==> config.mk <==
export PLATFORM = sky130hd
export DESIGN_NAME = mult_result_bcd_flat
export DESIGN_NICKNAME = d
export VERILOG_FILES = /design/src/rtl/mult_result_bcd_pkg.sv /design/src/rtl/mult_result_bcd_if.sv /design/src/rtl/mult_result_bcd_adjust_shift.sv /design/src/rtl/mult_result_bcd.sv /design/src/flat_wrapper.sv
export SDC_FILE = /design/constraint.sdc
export NUM_CORES = 1
export LEC_CHECK = 0
export CAP_MARGIN = 20
export CORE_UTILIZATION = 29
export DETAILED_ROUTE_END_ITERATION = 8
export PLACE_DENSITY = 0.5
export SLEW_MARGIN = 20
export SYNTH_ARGS = -nofsm -noshare
export SYNTH_HDL_FRONTEND = slang
export SYNTH_SLANG_ARGS = --single-unit
==> constraint.sdc <==
create_clock -name clk -period 4.8 [get_ports clk]
set_input_delay 0.72 -clock clk [delete_from_list [all_inputs] [get_ports clk]]
set_output_delay 0.72 -clock clk [all_outputs]
set_load 0.02 [all_outputs]
==> src/rtl/mult_result_bcd_pkg.sv <==
// Shared definitions for the product-to-BCD readout stage.
//   state_t       : FSM encoding (IDLE waits for a product, CONV runs double-dabble)
//   BCD_W         : packed BCD width for the default digit count
//   ADJ_THRESH/ADJ_ADD : double-dabble per-digit correction constants
//   bcd_width()   : packed BCD width for a given digit count
//   cnt_width()   : iteration counter width able to hold 0..width
package mult_bcd_pkg;

    typedef enum logic {
        IDLE,
        CONV
    } state_t;

    localparam int WIDTH_DEFAULT  = 16;
    localparam int DIGITS_DEFAULT = 5;
    localparam int BCD_W          = DIGITS_DEFAULT * 4;

    localparam logic [3:0] ADJ_THRESH = 4'd5;
    localparam logic [3:0] ADJ_ADD    = 4'd3;

    function automatic int bcd_width(input int digits);
        return digits * 4;
    endfunction

    function automatic int cnt_width(input int width);
        return $clog2(width + 1);
    endfunction

endpackage

==> src/rtl/mult_result_bcd_if.sv <==
// Handshake bundle between the multiplier, this BCD stage and the readout.
//   done_flag, product8_8 : product delivery from the multiplier controller
//   bcd_ack               : consumer acknowledge
//   bcd_digits, bcd_valid : converted result
//   busy, overrun         : status
// slave  = the BCD stage, master = the surrounding logic.
interface mult_result_bcd_if #(
    parameter int WIDTH  = 16,
    parameter int DIGITS = 5
) ();

    logic                  done_flag;
    logic [WIDTH-1:0]      product8_8;
    logic                  bcd_ack;
    logic [DIGITS*4-1:0]   bcd_digits;
    logic                  bcd_valid;
    logic                  busy;
    logic                  overrun;

    modport slave (
        input  done_flag,
        input  product8_8,
        input  bcd_ack,
        output bcd_digits,
        output bcd_valid,
        output busy,
        output overrun
    );

    modport master (
        output done_flag,
        output product8_8,
        output bcd_ack,
        input  bcd_digits,
        input  bcd_valid,
        input  busy,
        input  overrun
    );

endinterface

==> src/rtl/mult_result_bcd_adjust_shift.sv <==
// One double-dabble step: every BCD nibble >= 5 gets +3, then the whole
// register shifts left by one.
//   i_shift : current {BCD digits, remaining binary bits}
//   o_shift : adjusted and shifted value
module bcd_adjust_shift
    import mult_bcd_pkg::*;
#(
    parameter int WIDTH  = 16,
    parameter int DIGITS = 5
) (
    input  logic [DIGITS*4+WIDTH-1:0] i_shift,
    output logic [DIGITS*4+WIDTH-1:0] o_shift
);

    logic [DIGITS*4+WIDTH-1:0] w_adj;

    always_comb begin
        w_adj = i_shift;
        for (int unsigned i = 0; i < DIGITS; i++) begin
            // A nibble is at most 9 here, so +3 never leaves the 4-bit field.
            if (i_shift[WIDTH + 4*i +: 4] >= ADJ_THRESH) begin
                w_adj[WIDTH + 4*i +: 4] = i_shift[WIDTH + 4*i +: 4] + ADJ_ADD;
            end
        end
        o_shift = {w_adj[DIGITS*4+WIDTH-2:0], 1'b0};
    end

endmodule

==> src/rtl/mult_result_bcd.sv <==
// Captures the multiplier product on a done_flag rising edge and converts it
// to packed BCD with one double-dabble step per clock. One product can wait
// in a pending buffer while a conversion runs; a second one overwrites it
// and sets the sticky overrun flag.
//   clk     : system clock, rising edge
//   reset_a : synchronous active-high reset
//   bus     : slave side of mult_result_bcd_if (product in, BCD/status out)
module mult_result_bcd
    import mult_bcd_pkg::*;
#(
    parameter int WIDTH  = 16,
    parameter int DIGITS = 5
) (
    input  logic               clk,
    input  logic               reset_a,
    mult_result_bcd_if.slave   bus
);

    localparam int BW    = bcd_width(DIGITS);
    localparam int CNT_W = cnt_width(WIDTH);
    localparam int SR_W  = BW + WIDTH;

    state_t             r_state;
    logic [SR_W-1:0]    r_shift;
    logic [CNT_W-1:0]   r_cnt;
    logic               r_done_prev;
    logic               r_pend_valid;
    logic [WIDTH-1:0]   r_pend_data;
    logic [BW-1:0]      r_digits;
    logic               r_valid;
    logic               r_busy;
    logic               r_overrun;

    logic               w_rise;
    logic               w_last;
    logic [SR_W-1:0]    w_next;

    assign w_rise = bus.done_flag & ~r_done_prev;
    assign w_last = (r_cnt == CNT_W'(WIDTH - 1));

    bcd_adjust_shift #(
        .WIDTH  (WIDTH),
        .DIGITS (DIGITS)
    ) u_adjust_shift (
        .i_shift (r_shift),
        .o_shift (w_next)
    );

    always_ff @(posedge clk) begin
        if (reset_a) begin
            r_state      <= IDLE;
            r_shift      <= '0;
            r_cnt        <= '0;
            r_done_prev  <= 1'b1;
            r_pend_valid <= 1'b0;
            r_pend_data  <= '0;
            r_digits     <= '0;
            r_valid      <= 1'b0;
            r_busy       <= 1'b0;
            r_overrun    <= 1'b0;
        end else begin
            r_done_prev <= bus.done_flag;

            // Completion below overrides this, so an ack in the completion
            // cycle leaves the new result valid.
            if (bus.bcd_ack && r_valid) begin
                r_valid <= 1'b0;
            end

            case (r_state)
                IDLE: begin
                    if (w_rise) begin
                        r_shift <= {{BW{1'b0}}, bus.product8_8};
                        r_cnt   <= '0;
                        r_state <= CONV;
                        r_busy  <= 1'b1;
                    end else if (r_pend_valid) begin
                        r_shift      <= {{BW{1'b0}}, r_pend_data};
                        r_cnt        <= '0;
                        r_pend_valid <= 1'b0;
                        r_state      <= CONV;
                        r_busy       <= 1'b1;
                    end
                end
                CONV: begin
                    if (w_last) begin
                        r_digits <= w_next[SR_W-1 -: BW];
                        r_valid  <= 1'b1;
                        r_cnt    <= '0;
                        // Pending is older than a product arriving now, so it
                        // goes first; the new one takes its slot without overrun.
                        if (r_pend_valid) begin
                            r_shift <= {{BW{1'b0}}, r_pend_data};
                            if (w_rise) begin
                                r_pend_data <= bus.product8_8;
                            end else begin
                                r_pend_valid <= 1'b0;
                            end
                        end else if (w_rise) begin
                            r_shift <= {{BW{1'b0}}, bus.product8_8};
                        end else begin
                            r_state <= IDLE;
                            r_busy  <= 1'b0;
                        end
                    end else begin
                        r_shift <= w_next;
                        r_cnt   <= r_cnt + 1'b1;
                        if (w_rise) begin
                            r_pend_data  <= bus.product8_8;
                            r_pend_valid <= 1'b1;
                            if (r_pend_valid) begin
                                r_overrun <= 1'b1;
                            end
                        end
                    end
                end
                default: begin
                    r_state <= IDLE;
                    r_busy  <= 1'b0;
                end
            endcase
        end
    end

    assign bus.bcd_digits = r_digits;
    assign bus.bcd_valid  = r_valid;
    assign bus.busy       = r_busy;
    assign bus.overrun    = r_overrun;

endmodule

==> src/flat_wrapper.sv <==
// flat-port wrapper written by rule: the top's interface ports become plain ports
module mult_result_bcd_flat import mult_bcd_pkg::*;
#(
    parameter int WIDTH  = 16,
    parameter int DIGITS = 5
)
  (clk, reset_a, bus_done_flag, bus_product8_8, bus_bcd_ack, bus_bcd_digits, bus_bcd_valid, bus_busy, bus_overrun);
  mult_result_bcd_if #(.WIDTH(WIDTH), .DIGITS(DIGITS)) bus_i ();
  input  logic clk;
  input  logic reset_a;
  input wire logic [$bits(bus_i.done_flag)-1:0] bus_done_flag;
  input wire logic [$bits(bus_i.product8_8)-1:0] bus_product8_8;
  input wire logic [$bits(bus_i.bcd_ack)-1:0] bus_bcd_ack;
  output wire logic [$bits(bus_i.bcd_digits)-1:0] bus_bcd_digits;
  output wire logic [$bits(bus_i.bcd_valid)-1:0] bus_bcd_valid;
  output wire logic [$bits(bus_i.busy)-1:0] bus_busy;
  output wire logic [$bits(bus_i.overrun)-1:0] bus_overrun;
  assign bus_i.done_flag = bus_done_flag;
  assign bus_i.product8_8 = bus_product8_8;
  assign bus_i.bcd_ack = bus_bcd_ack;
  assign bus_bcd_digits = bus_i.bcd_digits;
  assign bus_bcd_valid = bus_i.bcd_valid;
  assign bus_busy = bus_i.busy;
  assign bus_overrun = bus_i.overrun;
  mult_result_bcd #(.WIDTH(WIDTH), .DIGITS(DIGITS)) u_core (.clk(clk), .reset_a(reset_a), .bus(bus_i));
endmodule
Yosys cells after proc, flatten, opt, wreduce, memory -nomap -nowiden
Index checks and enable logic that the tools add are counted.
W data, S select, Z words.

storage, ports and cells
  flip-flop bits (word level) = 83
  input bits = 20
  output and inout port bits = 23
  word-level logic and storage cells = 78

cells by class
  $add $sub $neg = 6
  magnitude comparators = 5
  eq/ne operators = 9
  muxes and demuxes = 37
  bitwise logic cells = 4
  reduce and logical (&&, ||, !) cells = 7

operator list
  cell                   number
  $mux W36               5
  $pmux W36 S2           1
  $mux W16               3
  $ge A4 B3 Y1 const B   5
  $add A4 B2 Y4 const B  4
  $mux W1                16
  $mux W4                4
  $mux W5                3
  $pmux W5 S2            1
  $ne A2 B2 Y1 const B   4
  $reduce_and A2 Y1      4
  $reduce_and A4 Y1      2
  $pmux W1 S2            3
  $add A5 B1 Y5 const B  1
  $eq A5 B4 Y1 const B   1
  $ne A4 B4 Y1 const B   1
  $add A3 B2 Y3 const B  1
  $mux W3                1
  $ne A3 B1 Y1 const B   1
  $ne A3 B3 Y1 const B   1
  $not A1 Y1             3
  $ne A2 B1 Y1 const B   1
  $and A1 B1 Y1          1
  $logic_and A1 B1 Y1    1

Longest topological paths before layout
  depth in word-level cells = 6
  gate-level depth with buffers = 7
  depth with buffers taken out = 6

Cells and area by module
A second synthesis with hierarchy kept.

second synthesis, totals
  cells, all modules = 517
  area, all modules = 4179.0 um2

modules (own cells, without submodules)
  module            times used  cells each  area an instance (um2)  seq. area each (um2)
  mult_result_bcd   1           423         3560.9                  1661.6
  bcd_adjust_shift  1           94          618.1                   0.0

Least setup slack after synthesis
No wires, ideal clock.

  kind = input to register
  start point = input port bus_done_flag
  end point = register u_core.r_shift[5]
  setup time = 0.136 ns
  data arrival time = 1.732 ns
  required time = 4.664 ns
  setup slack = 2.932 ns
  stages on the path = 6
  buffers on the path = 2
  cell sequence = nor2b_1 -> buf_4 -> buf_2 -> mux2_2 -> a22oi_1 -> a211oi_1

between the ends
  word-level cells in the longest chain between the ends = 3
  elaborated cells on any way between the ends = 6
  those cells by class = eq/ne: 2; mux: 2; bitwise: 1; reduce/logical: 1

ends and longest elaborated chain
  item                                                                RTL line               source
  start, declared                                                     flat_wrapper.sv:11     input wire logic [$bits(bus_i.done_flag)-1:0] bus_done_flag;
  $and A1 B1 Y1 (*)                                                   mult_result_bcd.sv:38  assign w_rise = bus.done_flag & ~r_done_prev;
  $ne A4 B4 Y1 (no line) (tied with other cells)                      n/a
  $reduce_and A2 Y1 (no line) / $pmux W36 S2 (equally long branches)  n/a
  end signal, assigned                                                mult_result_bcd.sv:73  r_shift <= {{BW{1'b0}}, bus.product8_8};
  end signal, assigned                                                mult_result_bcd.sv:78  r_shift <= {{BW{1'b0}}, r_pend_data};
  end signal, assigned                                                mult_result_bcd.sv:93  r_shift <= {{BW{1'b0}}, r_pend_data};
  end, declared                                                       mult_result_bcd.sv:24  logic [SR_W-1:0] r_shift;

Every way passes the cells marked *; elsewhere a longest branch is shown, timed or not.
A chain may end at the register's enable or synchronous reset.

Worst setup path in the final report
  start point = register u_core.r_state
  end point = register u_core.r_shift[33]

between the ends
  word-level cells in the longest chain between the ends = 3
  elaborated cells on any way between the ends = 5
  those cells by class = eq/ne: 2; mux: 1; bitwise: 1; reduce/logical: 1

ends and longest elaborated chain
  item                         RTL line               source
  start, declared              mult_result_bcd.sv:23  state_t r_state;
  start signal, assigned       mult_result_bcd.sv:51  r_state <= IDLE;
  start signal, assigned       mult_result_bcd.sv:75  r_state <= CONV;
  start signal, assigned       mult_result_bcd.sv:81  r_state <= CONV;
  $not A1 Y1                   mult_result_bcd.sv:70  case (r_state)
  $ne A3 B1 Y1 (no line)       n/a
  $reduce_and A2 Y1 (no line)  n/a

Parallel ways exist; a longest one is shown, timed or not.

==> impl_summary.txt <==
----------------------------------------------------
[Run status]
  Outcome ... complete, no violations

[Worst setup path]
  Critical path buffer and inverter count ... 1
  Critical register-to-register path endpoint ... u_core.r_shift[33]
  Critical-path maximum fanout ... 16
  Worst EP arrival ... 2.73 ns
  Required time worst endpoint ... 5.02 ns
  Slowest cell on crit path ... dfxtp_1
  Nature of the critical path endpoint ... register
  Internal reg-to-reg setup slack ... 2.29 ns
  Delay of the slowest cell on the worst path ... 0.80 ns
  Startpoint-to-endpoint class of the critical path ... reg -> reg
  Family of cells with the greatest summed delay on the critical path ... compound AO/OA/AOI/OAI gates
  Element type at the critical path start ... register
  Worst-path cell chain ... clkinv_2 > o211ai_2 > nor2_2 > a22o_1
  Path depth of the worst reg2reg path ... 4
  Reg-to-Reg Start ... u_core.r_state

[Floorplanning]
  Die outline area ... 14040 um^2
  Number of primary I/O pins ... 43
  Starting utilization of the core area ... 29.71%
  Floorplan row count ... 42
  Chip Width ... 118.5 um
  Core Box Area ... 13240 um^2
  Vertical extent of the die ... 118.5 um

[Finish]
  Top library cells by usage in the layout, fill and taps aside ... dfxtp_1, nor2_1, clkdlybuf4s50_1, nand2_1, a21oi_1
  Final core area utilization ... 35.69%
  N_diodes ... 0
  Layout overhead on the synthesized area ... 20.10%
  Share of post-route cells with drive strength above 1 ... 11.70%
  Leading cell type in the layout, fill and taps excluded ... dfxtp_1
  Post-layout instance count excluding filler cells ... 629
  Total number of nets in the final design ... 479

[Timing]
  Number of endpoints failing setup at the final stage ... 0
  Portion of the clock cycle consumed by the worst path in the final layout ... 52.36%
  Max Freq ... 0.3979 GHz
  Measured slew at the worst slew-check pin ... 0.9893 ns
  Headroom to the max-slew limit ... 33.84%
  Final slew viol count ... 0
  Hold Vio Cnt, Final ... 0
  Unrepaired setup endpoints after global routing ... no
  Setup tns final ... 0 ns
  Final Hold Slack ... 0.4599 ns
  Clock Skews ... 0.009388 ns
  Min Tclk post-route ... 2.513 ns

[Clocking]
  CTS sink count ... 83
  Number of levels in the clock H-tree ... 3
  Buffers inserted during post-CTS setup optimization ... 0
  CTS root buffer ... clkbuf_16
  Number of buffers between clock root and the deepest sink ... 2
  Clock-pin slew reported for the worst setup and hold paths after clock tree synthesis ... 0.06 ns
  Resized cells post-CTS ... 0
  Post-CTS Hold Buffers ... 0
  Total CTS buffers ... 9
  Clock network latency to the later pin of the worst-skew pair ... 0.33 ns
  Clock tree from TritonCTS ... done

[Synth]
  Number of flops mapped to enable cells by yosys ... 0
  Warnings, synthesis ... 0
  Synthesized net count ... 450
  Count of distinct cell types in the synthesized netlist ... 57
  Synth Area in Simple Gates ... 18.82%
  Top cell type by total area after synthesis ... dfxtp_1
  Dominant combinational cell family by area after synthesis ... compound AO/OA/AOI/OAI gates
  Post-Synth Adder-Cell Area ... 3.498%
  Most common flop cell mapped by yosys ... dfxtp_1
  Synthesized-area fraction occupied by xor and xnor cells ... 1.113%
  Synth area leaders ... dfxtp_1, nor2_1, mux2i_1
  Share of the synthesized area in compound gates (AO/OA/AOI/OAI) ... 21.75%
  Mean cell area of the mapped netlist ... 9.391 um^2
  Fraction of the yosys area taken by sequential cells ... 42.23%
  Share of the synthesized area in the top cell type ... 42.23%
  Number of standard cells after synthesis ... 419
  Total of flip-flops plus latches after synthesis ... 83
  Synthesized cell area ... 3935 um^2
  Share of flip-flops with an asynchronous set or reset ... 0%
  Mux share of post-synthesis cell area ... 7.440%

[Power]
  Power share of the sequential group ... 47.6%
  Total power draw ... 1.508 mW
  Share of power burned in the clock network ... 44.6%
  Share of total power consumed by net switching ... 23.12%
  Peak VDD IR ... 0.1323 mV
  Power Internal ... 1.160 mW
  Combinational group share of total power ... 7.8%
  Power dissipated by switching net loads ... 348.7 uW
  Total leakage power ... 1.753 nW
  Power Density ... 319.2 nW/um^2

[Place]
  Detailed placement HPWL ... 6339 um
  Placed cell count ... 613
  Input/output buffers ... 42
  Last weighted congestion value of the routability-driven placer ... 0.7405

[Drt]
  Residual antenna-violating net count after detailed routing ... 0
  First-pass iteration count of the detailed router ... 4
  Final routed wire length divided by cell count ... 15.43 um
  Overall routed net length ... 9706 um
  Average vias per placed instance ... 4.983
  1st-iter DRT viols ... 124
  Vias post-DR ... 3134
  Total DRC errors in the routed layout ... 0

[Min path]
  Hold-critical path depth ... 2
  Tightest Hold Check Type ... reg -> reg
  Hold Path End ... u_core.r_shift[6]
  Hold Path Origin ... u_core.r_pend_data[6]

[Global routing]
  Total global-route track usage ... 14.30%
  First-pass GRT wire length ... 15700 um
  Pin count of the biggest net entering global routing ... 59
  Remaining global-route overflow ... 0
  Vias in the first global route ... 3013
  Antenna violations before repair ... 0

[Flow run]
  Max-cap violations ... 0

----------------------------------------------------
==> routing by layer <==
layer  wire, um  vias up  global-route usage, %
met1       4842     1505                  19.08
met5          0        -                      0
met3        235        4                  2.944
li1           -     1582                      -
met4         95        0                  4.509
met2       4532       43                  23.05
==> how the worst max path moves through the flow <==
stage                         startpoint                 end  slack, ns  cells past startpoint
after floorplan            bus_done_flag   u_core.r_shift[5]       2.93                      6
after global placement     bus_done_flag   u_core.r_shift[2]       2.02                      6
after detailed placement   bus_done_flag  u_core.r_shift[11]       1.96                      6
after CTS                 u_core.r_state  u_core.r_shift[33]       2.28                      4
after global routing       bus_done_flag   u_core.r_shift[4]       2.15                      6
final                     u_core.r_state  u_core.r_shift[33]       2.29                      4
==> cell families (layout without fill, tap and decap cells) <==
kind of cell	Yosys count	count (layout)
XOR/XNOR	5	5
buffers and inverters	39	73
multiplexers	28	28
flip-flops	83	83
AND/OR/NAND/NOR	144	144
adder cells (fa/ha/maj)	11	11
AO/OA/AOI/OAI	109	109
==> sequential cells by signal, summed over array words and instances (netlist names) <==
signal and cells:
u_core.r_state 1, u_core.bus.bcd_digits 20, u_core.r_done_prev 1, u_core.r_pend_valid 1
u_core.bus.overrun 1, u_core.bus.bcd_valid 1, u_core.r_cnt 5, u_core.r_shift 36
u_core.bus.busy 1, u_core.r_pend_data 16
==> power groups by stage <==
stage / Combinational, mW / Clock, mW / Sequential [mW]
2_1_floorplan: 0.0843 / 0 / 0.727
3_3_place_gp: 0.116 / 0 / 0.733
3_5_place_dp: 0.118 / 0 / 0.733
4_1_cts: 0.118 / 0.694 / 0.718
5_1_grt: 0.129 / 0.723 / 0.719
6_report: 0.117 / 0.673 / 0.718
==> cells in the mapped netlist, drive strengths merged, types with 10 or more instances <==
master,number
nand2,25
dfxtp,83
a221oi,10
a21oi,21
nor2,59
o21ai,17
mux2i,18
inv,12
clkbuf,11
buf,14
ha,11
nand2b,13
mux2,10
a211oi,16
==> stage by stage <==
step | area, um^2 | setup WS (ns)
after floorplan | 3935 | 2.932
after global placement | 4433 | 2.022
after detailed placement | 4433 | 1.958
after CTS | 4726 | 2.277
after global routing | 4726 | 2.153
final | 4726 | 2.287
==> cell type report <==
cell class              count  area [um^2]
flip-flops and latches     83         1662
well taps                 176        220.2
inverters                  13        50.05
multi-input cells         297         2071
clock buffers              15        287.8
clock inverters             1        5.005
repair buffers             44        430.4
fillers                  1394         8517
==> worst min-delay path, delay by kind of cell, from the launching register on <==
family / cells / cell delay [ns]
AOI/OAI and AO/OA: 1 / 0.06
and+or+nand+nor: 1 / 0.05
DFF: 1 / 0.31
No activity file was read; power rests on OpenSTA's default activity.
